**config.mk**
```make
export PLATFORM = sky130hd
export DESIGN_NAME = id_stage
export DESIGN_NICKNAME = d
export VERILOG_FILES = /design/src/rtl/id_stage.sv
export SDC_FILE = /design/constraint.sdc
export NUM_CORES = 1
export LEC_CHECK = 0
export BUFFER_PORTS_ARGS = -buffer_cell sky130_fd_sc_hd__clkbuf_2
export CAP_MARGIN = 20
export CORE_UTILIZATION = 59
export DETAILED_ROUTE_END_ITERATION = 6
export GPL_TIMING_DRIVEN = 0
export PLACE_DENSITY_LB_ADDON = 0.3
export SLEW_MARGIN = 25
export SYNTH_ARGS = -nofsm -noshare
export SYNTH_HDL_FRONTEND = slang
export SYNTH_SLANG_ARGS = --single-unit
```
**constraint.sdc**
```tcl
create_clock -name clock -period 11.5 [get_ports clock]
set_input_delay 2.3 -clock clock [delete_from_list [all_inputs] [get_ports clock]]
set_output_delay 2.3 -clock clock [all_outputs]
set_load 0.01 [all_outputs]
```
**src/rtl/id_stage.sv**
```systemverilog
// RV32I decode stage: registers the fetched word, decodes fields/immediate, flags illegal words,
// and uses a one-entry skid so if_ready comes straight from a flop. Optional: ID_STATS_EN.
module id_stage #(
    parameter int unsigned XLEN = 32
`ifdef ID_STATS_EN
    ,
    parameter int unsigned CNT_W = 32
`endif
) (
    input  logic            clock,
    input  logic            reset,
    input  logic            if_valid,
    input  logic [31:0]     if_instr,
    input  logic [XLEN-1:0] if_pc,
    output logic            if_ready,
    input  logic            flush,
    input  logic            ex_ready,
    output logic            id_valid,
    output logic [XLEN-1:0] id_pc,
    output logic [31:0]     id_instr,
    output logic [6:0]      id_opcode,
    output logic [4:0]      id_rd,
    output logic [2:0]      id_funct3,
    output logic [4:0]      id_rs1,
    output logic [4:0]      id_rs2,
    output logic [6:0]      id_funct7,
    output logic [31:0]     id_imm,
    output logic [2:0]      id_fmt,
    output logic            id_illegal
`ifdef ID_STATS_EN
    ,
    output logic [CNT_W-1:0] stat_retired,
    output logic [CNT_W-1:0] stat_stall
`endif
);

    localparam logic [6:0] OpcodeOp     = 7'b0110011;
    localparam logic [6:0] OpcodeOpImm  = 7'b0010011;
    localparam logic [6:0] OpcodeLoad   = 7'b0000011;
    localparam logic [6:0] OpcodeJalr   = 7'b1100111;
    localparam logic [6:0] OpcodeSystem = 7'b1110011;
    localparam logic [6:0] OpcodeFence  = 7'b0001111;
    localparam logic [6:0] OpcodeStore  = 7'b0100011;
    localparam logic [6:0] OpcodeBranch = 7'b1100011;
    localparam logic [6:0] OpcodeLui    = 7'b0110111;
    localparam logic [6:0] OpcodeAuipc  = 7'b0010111;
    localparam logic [6:0] OpcodeJal    = 7'b1101111;

    localparam logic [2:0] FmtR    = 3'd0;
    localparam logic [2:0] FmtI    = 3'd1;
    localparam logic [2:0] FmtS    = 3'd2;
    localparam logic [2:0] FmtB    = 3'd3;
    localparam logic [2:0] FmtU    = 3'd4;
    localparam logic [2:0] FmtJ    = 3'd5;
    localparam logic [2:0] FmtNone = 3'd6;

    logic        accept;
    logic        retire;

    logic [31:0] dec_imm;
    logic [2:0]  dec_fmt;
    logic        dec_illegal;

    logic            id_valid_q,   id_valid_d;
    logic            if_ready_q,   if_ready_d;
    logic [XLEN-1:0] pc_q,         pc_d;
    logic [31:0]     instr_q,      instr_d;
    logic [31:0]     imm_q,        imm_d;
    logic [2:0]      fmt_q,        fmt_d;
    logic            illegal_q,    illegal_d;

    logic            skid_valid_q,   skid_valid_d;
    logic [XLEN-1:0] skid_pc_q,      skid_pc_d;
    logic [31:0]     skid_instr_q,   skid_instr_d;
    logic [31:0]     skid_imm_q,     skid_imm_d;
    logic [2:0]      skid_fmt_q,     skid_fmt_d;
    logic            skid_illegal_q, skid_illegal_d;

    assign accept = if_valid & if_ready_q;
    assign retire = id_valid_q & ex_ready;

    always_comb begin
        dec_fmt     = FmtNone;
        dec_imm     = '0;
        dec_illegal = 1'b0;
        case (if_instr[6:0])
            OpcodeOp: begin
                dec_fmt = FmtR;
                if (if_instr[31:25] == 7'b0100000) begin
                    dec_illegal = !((if_instr[14:12] == 3'b000) || (if_instr[14:12] == 3'b101));
                end else if (if_instr[31:25] != 7'b0000000) begin
                    dec_illegal = 1'b1;
                end
            end
            OpcodeOpImm, OpcodeLoad, OpcodeJalr, OpcodeSystem, OpcodeFence: begin
                dec_fmt = FmtI;
                dec_imm = {{20{if_instr[31]}}, if_instr[31:20]};
            end
            OpcodeStore: begin
                dec_fmt = FmtS;
                dec_imm = {{20{if_instr[31]}}, if_instr[31:25], if_instr[11:7]};
            end
            OpcodeBranch: begin
                dec_fmt = FmtB;
                dec_imm = {{19{if_instr[31]}}, if_instr[31], if_instr[7], if_instr[30:25],
                           if_instr[11:8], 1'b0};
            end
            OpcodeLui, OpcodeAuipc: begin
                dec_fmt = FmtU;
                dec_imm = {if_instr[31:12], 12'b0};
            end
            OpcodeJal: begin
                dec_fmt = FmtJ;
                dec_imm = {{11{if_instr[31]}}, if_instr[31], if_instr[19:12], if_instr[20],
                           if_instr[30:21], 1'b0};
            end
            default: dec_illegal = 1'b1;
        endcase
        if (if_instr[1:0] != 2'b11) begin
            dec_illegal = 1'b1;
        end
        // Illegal words still flow downstream, just with no format and a zero immediate.
        if (dec_illegal) begin
            dec_fmt = FmtNone;
            dec_imm = '0;
        end
    end

    always_comb begin
        id_valid_d     = id_valid_q;
        pc_d           = pc_q;
        instr_d        = instr_q;
        imm_d          = imm_q;
        fmt_d          = fmt_q;
        illegal_d      = illegal_q;
        skid_valid_d   = skid_valid_q;
        skid_pc_d      = skid_pc_q;
        skid_instr_d   = skid_instr_q;
        skid_imm_d     = skid_imm_q;
        skid_fmt_d     = skid_fmt_q;
        skid_illegal_d = skid_illegal_q;

        if (flush) begin
            id_valid_d   = 1'b0;
            skid_valid_d = 1'b0;
        end else if (skid_valid_q) begin
            // if_ready is low here, so only a retire can move anything.
            if (retire) begin
                pc_d         = skid_pc_q;
                instr_d      = skid_instr_q;
                imm_d        = skid_imm_q;
                fmt_d        = skid_fmt_q;
                illegal_d    = skid_illegal_q;
                skid_valid_d = 1'b0;
            end
        end else if (accept) begin
            if (!id_valid_q || ex_ready) begin
                pc_d       = if_pc;
                instr_d    = if_instr;
                imm_d      = dec_imm;
                fmt_d      = dec_fmt;
                illegal_d  = dec_illegal;
                id_valid_d = 1'b1;
            end else begin
                skid_pc_d      = if_pc;
                skid_instr_d   = if_instr;
                skid_imm_d     = dec_imm;
                skid_fmt_d     = dec_fmt;
                skid_illegal_d = dec_illegal;
                skid_valid_d   = 1'b1;
            end
        end else if (retire) begin
            id_valid_d = 1'b0;
        end

        if_ready_d = ~skid_valid_d;
    end

    always_ff @(posedge clock or posedge reset) begin
        if (reset) begin
            id_valid_q     <= 1'b0;
            if_ready_q     <= 1'b1;
            pc_q           <= '0;
            instr_q        <= '0;
            imm_q          <= '0;
            fmt_q          <= '0;
            illegal_q      <= 1'b0;
            skid_valid_q   <= 1'b0;
            skid_pc_q      <= '0;
            skid_instr_q   <= '0;
            skid_imm_q     <= '0;
            skid_fmt_q     <= '0;
            skid_illegal_q <= 1'b0;
        end else begin
            id_valid_q     <= id_valid_d;
            if_ready_q     <= if_ready_d;
            pc_q           <= pc_d;
            instr_q        <= instr_d;
            imm_q          <= imm_d;
            fmt_q          <= fmt_d;
            illegal_q      <= illegal_d;
            skid_valid_q   <= skid_valid_d;
            skid_pc_q      <= skid_pc_d;
            skid_instr_q   <= skid_instr_d;
            skid_imm_q     <= skid_imm_d;
            skid_fmt_q     <= skid_fmt_d;
            skid_illegal_q <= skid_illegal_d;
        end
    end

    assign if_ready   = if_ready_q;
    assign id_valid   = id_valid_q;
    assign id_pc      = pc_q;
    assign id_instr   = instr_q;
    assign id_opcode  = instr_q[6:0];
    assign id_rd      = instr_q[11:7];
    assign id_funct3  = instr_q[14:12];
    assign id_rs1     = instr_q[19:15];
    assign id_rs2     = instr_q[24:20];
    assign id_funct7  = instr_q[31:25];
    assign id_imm     = imm_q;
    assign id_fmt     = fmt_q;
    assign id_illegal = illegal_q;

`ifdef ID_STATS_EN
    logic [CNT_W-1:0] stat_retired_q, stat_retired_d;
    logic [CNT_W-1:0] stat_stall_q,   stat_stall_d;

    // Counters ignore flush; they only see the output handshake.
    always_comb begin
        stat_retired_d = stat_retired_q + CNT_W'(retire);
        stat_stall_d   = stat_stall_q + CNT_W'(id_valid_q & ~ex_ready);
    end

    always_ff @(posedge clock or posedge reset) begin
        if (reset) begin
            stat_retired_q <= '0;
            stat_stall_q   <= '0;
        end else begin
            stat_retired_q <= stat_retired_d;
            stat_stall_q   <= stat_stall_d;
        end
    end

    assign stat_retired = stat_retired_q;
    assign stat_stall   = stat_stall_q;
`endif

endmodule

```
==> impl_summary.txt, run 1 <==
----------------------------------------------------
[GRT]
  Total gr overflow ... 0
  Number of antenna violations at the first check in global routing ... 0
  Vias in the first global route ... just under 8000
  First-pass GRT wire length ... 39100 µm
  Pin count of the biggest net entering global routing ... 85
  Global-route usage over all layers ... 30.84%

[Floorplan]
  Die Span X ... between 100 and 150 µm
  Die Footprint ... 0.01608 mm²
  FP Rows ... 45
  I/O pin count ... 203
  Height of the chip ... approximately 130 µm
  Area of the core ... 0.01520 mm²
  Effective utilization at floorplan ... 60.44%

[Critical path]
  Worst path required time ... between 10 and 15 ns
  Sum of buffers and inverters on the critical path ... 3
  Startpoint of the worst register-to-register path ... id_valid
  Critical Path Start Type ... primary input
  Largest incremental delay on the critical path ... 0.74 ns
  Maximum fanout along the worst path ... 10
  Reg2reg setup slack ... 9.09 ns
  Critical path's most frequent cell ... nand2_1
  Crit. End Element ... flop
  Kind of cell adding the most delay to the critical path ... buffers and inverters
  Data arrival time at the worst-slack endpoint ... 4.18 ns
  Critical Path Slowest Stage Cell ... nor4_2
  Type of the worst setup path ... in -> reg
  Start point of the critical path ... flush
  Chain of cells forming the critical path ... clkbuf_2 > nor4_2 > buf_2 > buf_1 > nand2_1 > nand2_1

[Logic synthesis]
  Yosys warning count ... 0
  Combined area of all synthesized cells ... between 0.009 and 0.01 mm²
  Number of flip-flops and latches in the synthesized netlist ... between 200 and 250
  Number of synthesized flops with an enable pin ... 0
  Xor/xnor share of the synthesized area ... 0.1907%
  Adder-cell share of the synthesized area ... 0%
  Fraction of the yosys area taken by sequential cells ... 55.30%
  Cells after synthesis ... 971
  Mean instance size in the synthesized netlist ... 9.462 µm²
  Largest family of logic cells by synthesized area ... simple AND/OR/NAND/NOR gates
  Fraction of synthesis flops using an asynchronous set or reset pin ... 100.0%
  Number of distinct library cells after synthesis ... between 50 and 60
  Portion of netlist area occupied by mux cells ... 6.973%
  Net Count, Synth ... 1040
  Main synth FF type ... dfrtp_1
  Complex-gate fraction of the synthesized area ... between 10% and 20%
  Synth Area in Simple Gates ... 18.00%

[Cells and area]
  Most common library cell in the layout ignoring fill and taps ... nand2_1
  Share of post-route cells with drive strength above 1 ... 24.55%
  Final #Nets ... 1266
  Most frequent cells in the layout ... 277 x nand2_1, 202 x clkbuf_2, 202 x dfrtp_1
  Area Growth Syn to Fin ... 21.37%
  Number of non-filler instances in the completed layout ... 1398
  Number of antenna repair diodes ... 0

[CTS]
  CTS H-tree depth ... 1
  Gates resized, CTS repair ... 0
  Clk root buf ... clkbuf_16
  Sinks on the clock net ... between 200 and 250
  Clk_lat worst skew ... 0.51 ns
  Buffer count from post-CTS setup fixing ... 0
  Clock tree from TritonCTS ... done
  Hold buffers post-CTS ... 0
  Inserted Clock Buffers ... 21
  Clock-pin transition on the worst setup and hold timing paths ... 0.06 ns
  Maximum clock path buffer count ... 3

[Timing]
  Final Hold Viols ... 0
  Setup repair after global routing missed its margin ... false
  Peak Freq ... 266.3 MHz
  Max-slew headroom at the worst pin ... about two fifths
  Sum of negative setup slack ... 0 ns
  Minimum hold slack ... about 0.47 ns
  Tmin final ... 3.755 ns
  Total count of max-transition violations in the final report ... 0
  Ratio of final minimum period to clock period ... roughly 33%
  Worst-Margin Slew ... around 0.87 ns
  Worst clock skew ... 0.02854 ns
  Final-report setup violation count ... 0

[Flow run]
  Reported max-cap violation count ... 0

[Status]
  Run status ... finished, final reports clean

[Routing]
  Number of DRC markers in iteration 0 ... 624
  Drt wl/cell ... 17.32 µm
  Antenna-violating nets left ... 0
  Detailed-route vias per instance ... ~5.8
  First drt pass iteration count ... 5
  Final WL ... ~24000 µm
  Via count ... 8053
  # DRC ... 0

[Power and ir drop]
  Ratio of total power to cell area ... 192.3 mW/mm²
  Leakage component of the power ... 5.462 nW
  Maximum resistive drop on vdd ... 0.1274 mV

[Place]
  Number of port buffers ... ~200
  Gp weighted congestion ... 0.8851
  Final HPWL DP ... 17090 µm
  Placed cell count ... 1362

[Worst hold path]
  Beginning of the worst hold path ... skid_pc_q[14]
  Worst min-delay path category ... reg -> reg

----------------------------------------------------
[path summary, 6_finish.rpt]
path                              endpoint  depth (start not counted)
max                        skid_instr_q[0]                          6
min                          skid_pc_q[14]                          2
max reg2reg                   id_instr[23]                          8
min reg2reg                  skid_pc_q[14]                          2
max in group asynchronous    skid_imm_q[4]                          4
min in group asynchronous  skid_instr_q[3]                          2
[cell usage after synthesis (all sizes together), types with 2 or more instances]
cell type | number | area share, %
nor2b | 4 | 0.27
a221oi | 2 | 0.38
nand3b | 22 | 1.9
nor3 | 4 | 0.33
nand2 | 277 | 11
o21ai | 104 | 5.7
nor4 | 2 | 0.20
nand4b | 2 | 0.19
inv | 11 | 0.45
or3 | 2 | 0.14
dfrtp | 202 | 55
buf | 56 | 3.8
nor2 | 39 | 1.6
a31oi | 5 | 0.34
or3b | 2 | 0.19
a211oi | 4 | 0.38
o211ai | 3 | 0.25
a22o | 11 | 1.0
a21oi | 64 | 3.6
and3 | 5 | 0.34
o22ai | 6 | 0.41
a221o | 5 | 0.54
clkbuf | 40 | 1.6
nand3 | 7 | 0.38
o21a | 2 | 0.16
mux2i | 64 | 7.0
a211o | 2 | 0.19
nand2b | 9 | 0.61
[worst min-delay path: stages, from the launching register on]
cell and delay (ns):
dfrtp_1 0.34, nand2_1 0.05, nand2_1 0.05
[cell type report]
cell class	instances	area [µm²]
flip-flops and latches	203	5081
fillers	1170	4051
multi-input cells	661	3562
repair buffers	203	1061
clock buffers	29	595.6
plain buffers	96	503.0
well taps	188	235.2
clock inverters	7	63.81
inverters	11	48.80
[per-stage QoR]
step / setup WS (ns) / power (mW) / utilization (%) / instance area, µm²
floorplan: 3.663 / 1.279 / - / 9188
global placement: 1.530 / 1.460 / 68.60 / 10430
detailed placement: 7.251 / 1.490 / 69.01 / 10490
CTS: 7.718 / 2.151 / 73.35 / 11150
global route: 7.597 / 2.252 / 73.35 / 11150
finish: 7.745 / 2.144 / 73.35 / 11150
[flip-flops by register name (all words and copies together), names as in the netlist]
name,cells
id_pc,32
skid_pc_q,32
skid_instr_q,32
skid_illegal_q,1
id_valid,1
id_illegal,1
if_ready,1
id_imm,32
id_instr,32
skid_fmt_q,3
skid_imm_q,32
id_fmt,3
skid_valid_q,1
[kinds of logic after synthesis]
kind of cell,after synthesis
AO/OA/AOI/OAI,214
XOR/XNOR,2
buffers and inverters,107
flip-flops,203
multiplexers,64
AND/OR/NAND/NOR,381
[metal layers]
layer	routed length [µm]	track usage (%)	vias to the layer above
met3	2137	6.580	47
met4	568	8.894	0
met2	11860	51.58	351
li1	-	-	3708
met1	9645	40.89	3947
met5	0	0	-
[where the power goes]
group / total (mW) / internal [mW] / switching [mW]
sequential: 0.994 / 0.889 / 0.105
clock: 0.665 / 0.384 / 0.281
combinational: 0.486 / 0.217 / 0.269
Power figures use the tool's default switching activity.
==> run 2, diff against run 1 <==
- ABC_AREA: default -> 1
- CORE_UTILIZATION: 59 -> 55
- clock period: 11.5 -> 3.57 ns (I/O delays scaled with it)
==> run 2 against run 1 <==
- synthesized cell count is 23% higher
- global-route usage is 0.58 points higher
- sequential cell count unchanged
- die area is 11% higher
- via count rose by 13%
- combinational power increased to 3.1 times the previous value
- utilization shrank 4.3 points
- largest power group unchanged
==> impl_summary.txt, run 2 <==
----------------------------------------------------
[Routing]
  Final WL ... 27530 µm (+14%)
  Number of DRC markers in iteration 0 ... 977 (+57%)
  First drt pass iteration count ... 6 (+1)
  Antenna-violating nets left ... 0 (unchanged)
  Drt wl/cell ... 16.61 µm (-4.1%)
  Detailed-route vias per instance ... 5.476 (-4.9%)
  Via count ... 9074 (+13%)
  # DRC ... 0 (unchanged)

[Timing]
  Worst clock skew ... 0.02018 ns (-0.008359 ns)
  Peak Freq ... 470.6 MHz
  Worst-Margin Slew ... 0.7958 ns (-0.07711 ns)
  Max-slew headroom at the worst pin ... 46.95% (+5.1 points)
  Ratio of final minimum period to clock period ... 59.52%
  Sum of negative setup slack ... 0 ns (unchanged)
  Tmin final ... between 2 and 2.5 ns
  Setup repair after global routing missed its margin ... false
  Final-report setup violation count ... 0 (unchanged)
  Total count of max-transition violations in the final report ... 0 (unchanged)
  Final Hold Viols ... 0 (unchanged)

[Critical path]
  Startpoint of the worst register-to-register path ... skid_valid_q
  Last element of the critical path ... id_fmt[0]
  Data arrival time at the worst-slack endpoint ... 2.55 ns (-1.63 ns)
  Worst path required time ... 4.00 ns (-7.93 ns)
  Maximum fanout along the worst path ... 10 (unchanged)
  Depth of the most critical reg-to-reg path ... 5 (-3)
  Worst R2R End ... id_fmt[0]
  Crit. End Element ... flop
  Type of the worst setup path ... reg -> reg
  Reg2reg setup slack ... 1.45 ns (-7.64 ns)
  Critical Path Start Type ... flop
  Start point of the critical path ... skid_valid_q

[Place]
  DP Area ... 0.01093 mm² (+4.2%)
  Final HPWL DP ... 20330 µm (+19%)
  Gp weighted congestion ... 0.8820 (-0.35%)
  Number of port buffers ... 201 (unchanged)
  Placed cell count ... 1620 (+19%)

[Cells and area]
  Final #Nets ... 1492 (+18%)
  Final instance area ... 0.01154 mm² (+3.5%)
  Share of post-route cells with drive strength above 1 ... 23.28% (-1.3 points)
  Most frequent cells in the layout ... 460 x nand2_1, 202 x dfrtp_1, 201 x clkbuf_2
  End-of-flow core utilization ... 69.10% (-4.3 points)
  Most common library cell in the layout ignoring fill and taps ... nand2_1
  Number of non-filler instances in the completed layout ... 1657 (+19%)
  Area Growth Syn to Fin ... 21.72%

[Floorplan]
  I/O pin count ... 203 (unchanged)
  Die Span X ... 133.3 µm (+5.1%)
  FP Rows ... 47 (+4.4%)
  Height of the chip ... 133.3 µm (+5.1%)
  Effective utilization at floorplan ... 56.77% (-3.7 points)
  Area of the core ... 0.01670 mm² (+9.9%)
  Die Footprint ... 0.01777 mm² (+11%)

[CTS]
  Sinks on the clock net ... 203 (unchanged)
  Inserted Clock Buffers ... 21 (unchanged)
  Clk root buf ... clkbuf_16
  Maximum clock path buffer count ... 3 (unchanged)
  Gates resized, CTS repair ... 0 (unchanged)
  Buffer count from post-CTS setup fixing ... 0 (unchanged)
  CTS H-tree depth ... 1 (unchanged)
  Clock tree from TritonCTS ... done
  Hold buffers post-CTS ... 0 (unchanged)
  Clk_lat worst skew ... 0.50 ns (about the same)
  Clock-pin transition on the worst setup and hold timing paths ... 0.06 ns (about the same)

[Logic synthesis]
  Cells after synthesis ... 1192 (+23%)
  Combined area of all synthesized cells ... 0.009480 mm² (+3.2%)
  Mean instance size in the synthesized netlist ... 7.953 µm² (-16%)
  Synth top area share ... 53.32% (-1.7 points)
  Fraction of synthesis flops using an asynchronous set or reset pin ... 100.0% (unchanged)
  Yosys warning count ... 0 (unchanged)
  Fraction of the yosys area taken by sequential cells ... 53.60% (-1.7 points)
  Ranking of synthesized cells by area ... dfrtp_1 53%, nand2_1 18%, a31oi_1 5.1%, nor2_1 4.7%, buf_4 3.0%
  Number of distinct library cells after synthesis ... 25 (-53%)
  Top cell type by total area after synthesis ... dfrtp_1
  Net Count, Synth ... 1261 (+21%)
  Main synth FF type ... dfrtp_1
  Most frequent cell after synthesis ... nand2_1
  Number of synthesized flops with an enable pin ... 0 (unchanged)
  Top post-synthesis cells by count ... 460 x nand2_1, 202 x dfrtp_1, 118 x nor2_1, 77 x a31oi_1, 50 x nand3_1
  Number of flip-flops and latches in the synthesized netlist ... 203 (unchanged)

[GRT]
  Number of antenna violations at the first check in global routing ... 2 (+2)
  Global-route usage over all layers ... 31.42% (+0.58 points)
  Pin count of the biggest net entering global routing ... 32 (-62%)
  Vias in the first global route ... 8510 (+9.7%)
  Total gr overflow ... 0 (unchanged)
  First-pass GRT wire length ... 43880 µm (+12%)

[Power and ir drop]
  Leakage component of the power ... 6.251 nW (+14%)
  Maximum resistive drop on vdd ... 0.3666 mV (+190%)
  Design Power ... 6.659 mW (+210%)
  Ratio of total power to cell area ... 577.0 mW/mm² (+200%)

[Worst hold path]
  Worst min-delay path category ... in -> async

[Flow run]
  Reported max-cap violation count ... 0 (unchanged)

[Status]
  Run status ... finished, final reports clean

----------------------------------------------------
==> run 2: cell count changes in the layout (fill, tap and decap cells not counted), sizes merged, moves of 46 or more <==
cell,before,now
nand2,277,464
inv,12,58
nor2,39,121
mux2i,64,0
a31oi,5,77
o21ai,104,52
==> run 2: metrics by stage <==
stage,setup WS (ns),hold slack (ns)
4_1_cts,1.580,0.3084
3_5_place_dp,1.391,0.4580
2_1_floorplan,0.2265,0.4417
5_1_grt,1.419,0.3335
3_3_place_gp,-0.9905,0.4529
6_report,1.445,0.2930
==> run 2: where the power goes <==
part           switching [mW]  internal [mW]
Clock                   0.874           1.13
Combinational           0.842          0.645
Sequential              0.324           2.85
==> run 2: metal layers <==
metal | track usage, % | share of wire [%] | vias to the layer above
li1 | - | - | 4273
met1 | 42.65 | 41 | 4259
met2 | 49.83 | 46 | 459
met3 | 5.708 | 9.4 | 83
met4 | 13.51 | 3.8 | 0
met5 | 0 | 0 | -
==> run 2: area by class of cell <==
| cell class | instances | area (µm²) |
|---|---|---|
| Antenna cell | 2 | 5.005 |
| Timing Repair Buffer | 208 | 1169 |
| Clock inverter | 4 | 23.77 |
| Sequential cell | 203 | 5081 |
| Multi-Input combinational cell | 822 | 3571 |
| Tap cell | 220 | 275.3 |
| Buffer | 109 | 610.6 |
| Fill cell | 1392 | 5161 |
| Clock buffer | 31 | 583.1 |
| Inverter | 58 | 221.5 |
==> run 2: worst min-delay path by stage <==
stage / startpoint / endpoint / slack [ns] / depth (start not counted)
after detailed placement: skid_pc_q[9] / skid_pc_q[9] / 0.46 / 2
after CTS: reset / id_instr[2] / 0.31 / 2
after global routing: reset / id_instr[2] / 0.33 / 2
final: reset / id_instr[2] / 0.29 / 2
after floorplan: skid_instr_q[0] / skid_instr_q[0] / 0.44 / 2
after global placement: skid_instr_q[0] / skid_instr_q[0] / 0.45 / 2
==> run 2: worst max-delay path: stages, from the launching register on <==
cell,delay (ns)
dfrtp_1,0.32
buf_4,0.19
clkbuf_1,0.52
clkbuf_1,0.67
o21ai_0,0.23
nand2_1,0.11
==> run 2: kinds of logic (layout without fill, tap and decap cells) <==
kind of cell,Yosys count,count (layout),share of synthesized area (%)
simple gates,659,659,27.72
buf+inv,167,410,8.737
compound gates,163,163,9.951
other cells,0,2,0
flops,203,203,53.60
